## src/rtl/hello_scroller_if.sv

```systemverilog
// Board-side bundle for the HELLO scroller: control inputs plus rotation,
// strobe and seven-segment outputs.
interface hello_scroller_if;
  logic       run;
  logic       dir;
  logic       step;
  logic       load;
  logic [2:0] pos;
  logic [2:0] rot;
  logic       step_pulse;
  logic [0:6] hex0;
  logic [0:6] hex1;
  logic [0:6] hex2;
  logic [0:6] hex3;
  logic [0:6] hex4;

  modport master (
    output run, dir, step, load, pos,
    input  rot, step_pulse, hex0, hex1, hex2, hex3, hex4
  );

  modport slave (
    input  run, dir, step, load, pos,
    output rot, step_pulse, hex0, hex1, hex2, hex3, hex4
  );
endinterface

```

## src/rtl/hello_scroller.sv

```systemverilog
// Timed "HELLO" scroller: prescaler tick or paused single-step rotates a mod-5
// counter whose next value drives registered active-low seven-segment digits.
module hello_scroller #(
  parameter int TICKS_PER_STEP = 50_000_000,
  parameter int CNT_W          = 26
) (
  input logic              clk,
  input logic              rst,
  hello_scroller_if.slave  bus
);

  typedef enum logic {ST_PAUSED = 1'b0, ST_RUNNING = 1'b1} state_t;

  localparam logic [CNT_W-1:0] CNT_LAST = CNT_W'(TICKS_PER_STEP - 1);

  localparam logic [0:6] SEG_H = 7'b0001001;
  localparam logic [0:6] SEG_E = 7'b0000110;
  localparam logic [0:6] SEG_L = 7'b1000111;
  localparam logic [0:6] SEG_O = 7'b1000000;

  // Letter at position idx of the word H E L L O.
  function automatic logic [0:6] letter(input logic [3:0] idx);
    case (idx)
      4'd0:       letter = SEG_H;
      4'd1:       letter = SEG_E;
      4'd2, 4'd3: letter = SEG_L;
      default:    letter = SEG_O;
    endcase
  endfunction

  state_t           state;
  logic [CNT_W-1:0] cnt_q, cnt_d;
  logic [2:0]       rot_q, rot_d;
  logic             step_pulse_q, step_pulse_d;
  logic [0:6]       hex_q [5];
  logic [0:6]       hex_d [5];

  logic tick;
  logic load_ok;
  logic advance;

  // Run is a plain level; the state follows it on the same cycle so a pause
  // coinciding with the terminal count suppresses that tick.
  always_comb begin
    state   = bus.run ? ST_RUNNING : ST_PAUSED;
    load_ok = bus.load && (bus.pos <= 3'd4);
    tick    = (state == ST_RUNNING) && (cnt_q == CNT_LAST);
    advance = !load_ok && (tick || ((state == ST_PAUSED) && bus.step));
  end

  always_comb begin
    cnt_d        = cnt_q;
    rot_d        = rot_q;
    step_pulse_d = 1'b0;

    if (load_ok) begin
      cnt_d = '0;
    end else if (state == ST_RUNNING) begin
      cnt_d = tick ? '0 : cnt_q + 1'b1;
    end

    if (load_ok) begin
      rot_d = bus.pos;
    end else if (advance) begin
      step_pulse_d = 1'b1;
      if (bus.dir) begin
        rot_d = (rot_q == 3'd0) ? 3'd4 : rot_q - 3'd1;
      end else begin
        rot_d = (rot_q >= 3'd4) ? 3'd0 : rot_q + 3'd1;
      end
    end
  end

  always_ff @(posedge clk) begin
    if (rst) begin
      cnt_q        <= '0;
      rot_q        <= '0;
      step_pulse_q <= 1'b0;
    end else begin
      cnt_q        <= cnt_d;
      rot_q        <= rot_d;
      step_pulse_q <= step_pulse_d;
    end
  end

  // Digit gi shows word letter (4 - gi + k) mod 5, taken from the next k so
  // the display lands on the same edge as Rot.
  generate
    for (genvar gi = 0; gi < 5; gi++) begin : g_digit
      logic [3:0] sum;
      assign sum = 4'(4 - gi) + {1'b0, rot_d};

      always_comb begin
        hex_d[gi] = letter((sum >= 4'd5) ? sum - 4'd5 : sum);
      end

      always_ff @(posedge clk) begin
        if (rst) begin
          hex_q[gi] <= letter(4'(4 - gi));
        end else begin
          hex_q[gi] <= hex_d[gi];
        end
      end
    end
  endgenerate

  assign bus.rot        = rot_q;
  assign bus.step_pulse = step_pulse_q;
  assign bus.hex0       = hex_q[0];
  assign bus.hex1       = hex_q[1];
  assign bus.hex2       = hex_q[2];
  assign bus.hex3       = hex_q[3];
  assign bus.hex4       = hex_q[4];

endmodule

```

## src/flat_wrapper.sv

```systemverilog
// flat-port wrapper written by rule: the top's interface ports become plain ports
module hello_scroller_flat 
#(
  parameter int TICKS_PER_STEP = 50_000_000,
  parameter int CNT_W          = 26
)
  (clk, rst, bus_run, bus_dir, bus_step, bus_load, bus_pos, bus_rot, bus_step_pulse, bus_hex0, bus_hex1, bus_hex2, bus_hex3, bus_hex4);
  hello_scroller_if bus_i ();
  input logic clk;
  input logic rst;
  input wire logic [$bits(bus_i.run)-1:0] bus_run;
  input wire logic [$bits(bus_i.dir)-1:0] bus_dir;
  input wire logic [$bits(bus_i.step)-1:0] bus_step;
  input wire logic [$bits(bus_i.load)-1:0] bus_load;
  input wire logic [$bits(bus_i.pos)-1:0] bus_pos;
  output wire logic [$bits(bus_i.rot)-1:0] bus_rot;
  output wire logic [$bits(bus_i.step_pulse)-1:0] bus_step_pulse;
  output wire logic [$bits(bus_i.hex0)-1:0] bus_hex0;
  output wire logic [$bits(bus_i.hex1)-1:0] bus_hex1;
  output wire logic [$bits(bus_i.hex2)-1:0] bus_hex2;
  output wire logic [$bits(bus_i.hex3)-1:0] bus_hex3;
  output wire logic [$bits(bus_i.hex4)-1:0] bus_hex4;
  assign bus_i.run = bus_run;
  assign bus_i.dir = bus_dir;
  assign bus_i.step = bus_step;
  assign bus_i.load = bus_load;
  assign bus_i.pos = bus_pos;
  assign bus_rot = bus_i.rot;
  assign bus_step_pulse = bus_i.step_pulse;
  assign bus_hex0 = bus_i.hex0;
  assign bus_hex1 = bus_i.hex1;
  assign bus_hex2 = bus_i.hex2;
  assign bus_hex3 = bus_i.hex3;
  assign bus_hex4 = bus_i.hex4;
  hello_scroller #(.TICKS_PER_STEP(TICKS_PER_STEP), .CNT_W(CNT_W)) u_core (.clk(clk), .rst(rst), .bus(bus_i));
endmodule
```

## config.mk

```make
export PLATFORM = sky130hd
export DESIGN_NAME = hello_scroller_flat
export DESIGN_NICKNAME = d
export VERILOG_FILES = /design/src/rtl/hello_scroller_if.sv /design/src/rtl/hello_scroller.sv /design/src/flat_wrapper.sv
export SDC_FILE = /design/constraint.sdc
export NUM_CORES = 1
export LEC_CHECK = 0
export ABC_CLOCK_PERIOD_IN_PS = 6500
export CORE_AREA = 2 2 91 93
export DETAILED_ROUTE_END_ITERATION = 7
export DIE_AREA = 0 0 93 95
export HOLD_SLACK_MARGIN = 0.02
export SETUP_SLACK_MARGIN = 0.02
export SYNTH_ARGS = -nofsm -noshare
export SYNTH_HDL_FRONTEND = slang
export SYNTH_SLANG_ARGS = --single-unit
```

## constraint.sdc

```tcl
create_clock -name clk -period 6.5 [get_ports clk]
set_input_delay 1.95 -clock clk [delete_from_list [all_inputs] [get_ports clk]]
set_output_delay 1.95 -clock clk [all_outputs]
set_load 0.005 [all_outputs]
```

==> impl_metrics.ini <==
[drt]
drt_pass1_iterations = 4
drtIter0Drc = 65
detail_route.wl_per_cell_um = 13.7
drt_drc_violations_left = 0
wirelength_um = 6660
vias_per_cell = 5.06
ant_nets = 0
vias = 2465

[timing]
finalClockSkew_ns = 0.0157
fmax_mhz = 185
setup_ws_ns = 1.10
max_slew_margin = 0.461
setup_violations = 0
slew_viol_final = 0
tightest_slew_ns = 0.806
rsz0062_at_grt = false
fin_crit_sh = 0.831
period_needed_ns = 5.40
hold_viol_final = 0
fin_setup_tns_ns = 0

[placed_design]
port_buffers = 37
routabilityCongestion = 0.867
hpwl_um = 4860
dpl-instance-area_sq_mm = 0.00343
pre_cts_ws_ns = 0.791

[power]
power_density_mw_per_mm2 = 216
switching_share = 0.317
switching_power_mw = 0.241
pwr-share-seq = 0.443
p_int_mw = 0.519
vdd_drop_max_uv = 107
leakagePower_nw = 1.33
p_comb_frac = 0.323
clkPwrFrac = 0.234

[die]
io_pins = 48
rows = 33
initial_utilization = 0.384
dieArea_sq_mm = 0.00884
core_area_sq_mm = 0.00793
die_w_um = 93
die_y_um = 95

[critical_path]
crit_path_end_kind = flop
worstPathRequired_ns = 6.70
r2r-end = u_core.hex_q[2][1]
reg2reg_depth = 14
critPathMaxFanout = 12
cp_data_arrival_time_ns = 5.60
critical_path_class = in -> reg
timing.rr.start = u_core.bus.rot[0]
rrSetupSlack_ns = 2.63
start_kind = input pin

[grt]
grt_pass1_vias = 2313
grt_max_degree = 24
antenna_found_initial = 0
grt.overflow.total = 0
grt_util_all_layers = 0.155
grt_pass1_wl_um = 11100

[synthesis]
ys_ff_latch = 50
yosys_warnings = 0
yosys.area.top_type_share = 0.329
yosysSeqAreaShare = 0.329
yosys-top-cells-count = dfxtp_1, nor2_1, nand2_1, buf_4, ha_1
synthArstFlopShare = 0
synth_edf_count = 0
synth.avg_cell_area_sq_um = 8.61
netlist_instances = 354
synth_most_common_cell = dfxtp_1
synth_ff_type = dfxtp_1
ys_types = 67
synth_largest_area_cell = dfxtp_1
syn-cell-area_sq_mm = 0.00305
synth_top_cells_by_area = dfxtp_1, ha_1, nor2_1

[cells_and_area]
antenna_cells = 0
final_cell_area_sq_mm = 0.00351
area_delta_synth_final_pct = 15.2
drive_gt1_frac = 0.0916
nets = 408

[clocking]
cts_tree = built
cts.htree.levels = 2
clk_pin_slew_ns = 0.10
ctsHoldBuffers = 0
cts.path.max_buffers = 2
post_cts_resized = 0
root_buffer = clkbuf_8
cts_buffers = 5
clk_latency_ns = 0.31
post-cts-setup-buffers = 0
cts.sink_count = 50

[worst_hold_path]
min_path_type = reg -> reg
hold_depth = 2
hp-start = u_core.cnt_q[25]
min_to = u_core.cnt_q[25]

[run_status]
status = finished, final reports clean

[run]
cap_violations = 0
## final cells by class
class	count	area [sq um]
well taps	105	131
flip-flops and latches	50	1000
clock inverters	2	15.0
clock buffers	5	68.8
fillers	802	4420
repair buffers	41	400
inverters	15	58.8
multi-input cells	269	1840
## critical path: stages
cell             delay (ns)
clkdlybuf4s50_1        0.55
and4_4                 0.24
and4_4                 0.17
a2111oi_0              0.53
nor3_2                 0.09
buf_4                  0.20
inv_1                  0.21
ha_1                   0.21
inv_1                  0.05
fa_1                   0.40
a21oi_1                0.31
or4_1                  0.16
and3_1                 0.19
nand2_2                0.07
a211o_1                0.26
## cell usage in the layout, fill, tap and decap left out, types with 3 or more instances in the layout
cell type / netlist / routed
nand2_1: 24 / 24
nand2b_1: 3 / 3
and4_1: 3 / 3
xor2_1: 15 / 15
and4_4: 3 / 3
clkbuf_8: 0 / 5
mux2i_1: 6 / 6
nand4_1: 9 / 9
xnor2_1: 10 / 10
o21ai_1: 3 / 3
a211oi_1: 3 / 3
o21ai_0: 9 / 9
dfxtp_1: 50 / 50
a31oi_1: 4 / 4
nand3_1: 13 / 13
ha_1: 16 / 16
and2_1: 7 / 7
nor2_1: 48 / 48
conb_1: 1 / 10
clkdlybuf4s50_1: 0 / 37
nor3_1: 8 / 8
inv_1: 13 / 13
mux2_2: 3 / 3
buf_4: 16 / 4
and3_1: 9 / 9
a21oi_1: 11 / 11
## stage by stage
step	utilization	instances	power [mW]	hold WS, ns
after floorplan	-	363	0.509	0.471
after global placement	0.432	480	0.585	0.493
after detailed placement	0.432	480	0.588	0.497
after CTS	0.443	487	0.770	0.526
after global routing	0.443	487	0.812	0.561
final	0.443	487	0.760	0.520
## metal layers
layer | share of wire | global-route usage | wire (um)
met1 | 0.50 | 0.211 | 3320
met2 | 0.45 | 0.251 | 3030
met4 | 0.010 | 0.0429 | 68
met5 | 0 | 0 | 0
met3 | 0.036 | 0.0303 | 241
## power by group through the flow
| stage | Sequential (mW) | Clock [mW] | Combinational (mW) |
|---|---|---|---|
| after global routing | 0.340 | 0.199 | 0.274 |
| after detailed placement | 0.344 | 0 | 0.244 |
| final | 0.337 | 0.178 | 0.245 |
| after floorplan | 0.346 | 0 | 0.163 |
| after CTS | 0.337 | 0.187 | 0.246 |
| after global placement | 0.343 | 0 | 0.242 |
## cell families after synthesis
kind of cell	Yosys count	share of synthesized area
flops	50	0.329
fa+ha+maj	17	0.0723
buf+inv	44	0.0801
other cells	1	0.00123
simple gates	147	0.255
compound gates	60	0.153
xor+xnor	25	0.0719
mux	10	0.0382
## registers in the layout, summed over array words and instances (netlist names)
| signal | count |
|---|---|
| u_core.cnt_q | 26 |
| u_core.hex_q | 20 |
| u_core.bus.rot | 3 |
| u_core.bus.step_pulse | 1 |
## how the worst max path moves through the flow
stage,from,to,slack [ns],cells after the start
2_1_floorplan,bus_run,u_core.hex_q[2][6],1.58,14
3_3_place_gp,bus_run,u_core.hex_q[2][6],0.91,15
3_5_place_dp,bus_run,u_core.hex_q[2][6],0.79,15
4_1_cts,bus_run,u_core.hex_q[2][6],1.10,15
5_1_grt,bus_run,u_core.hex_q[2][6],0.58,15
6_report,bus_run,u_core.hex_q[2][6],1.10,15
Power figures use the tool's default switching activity.
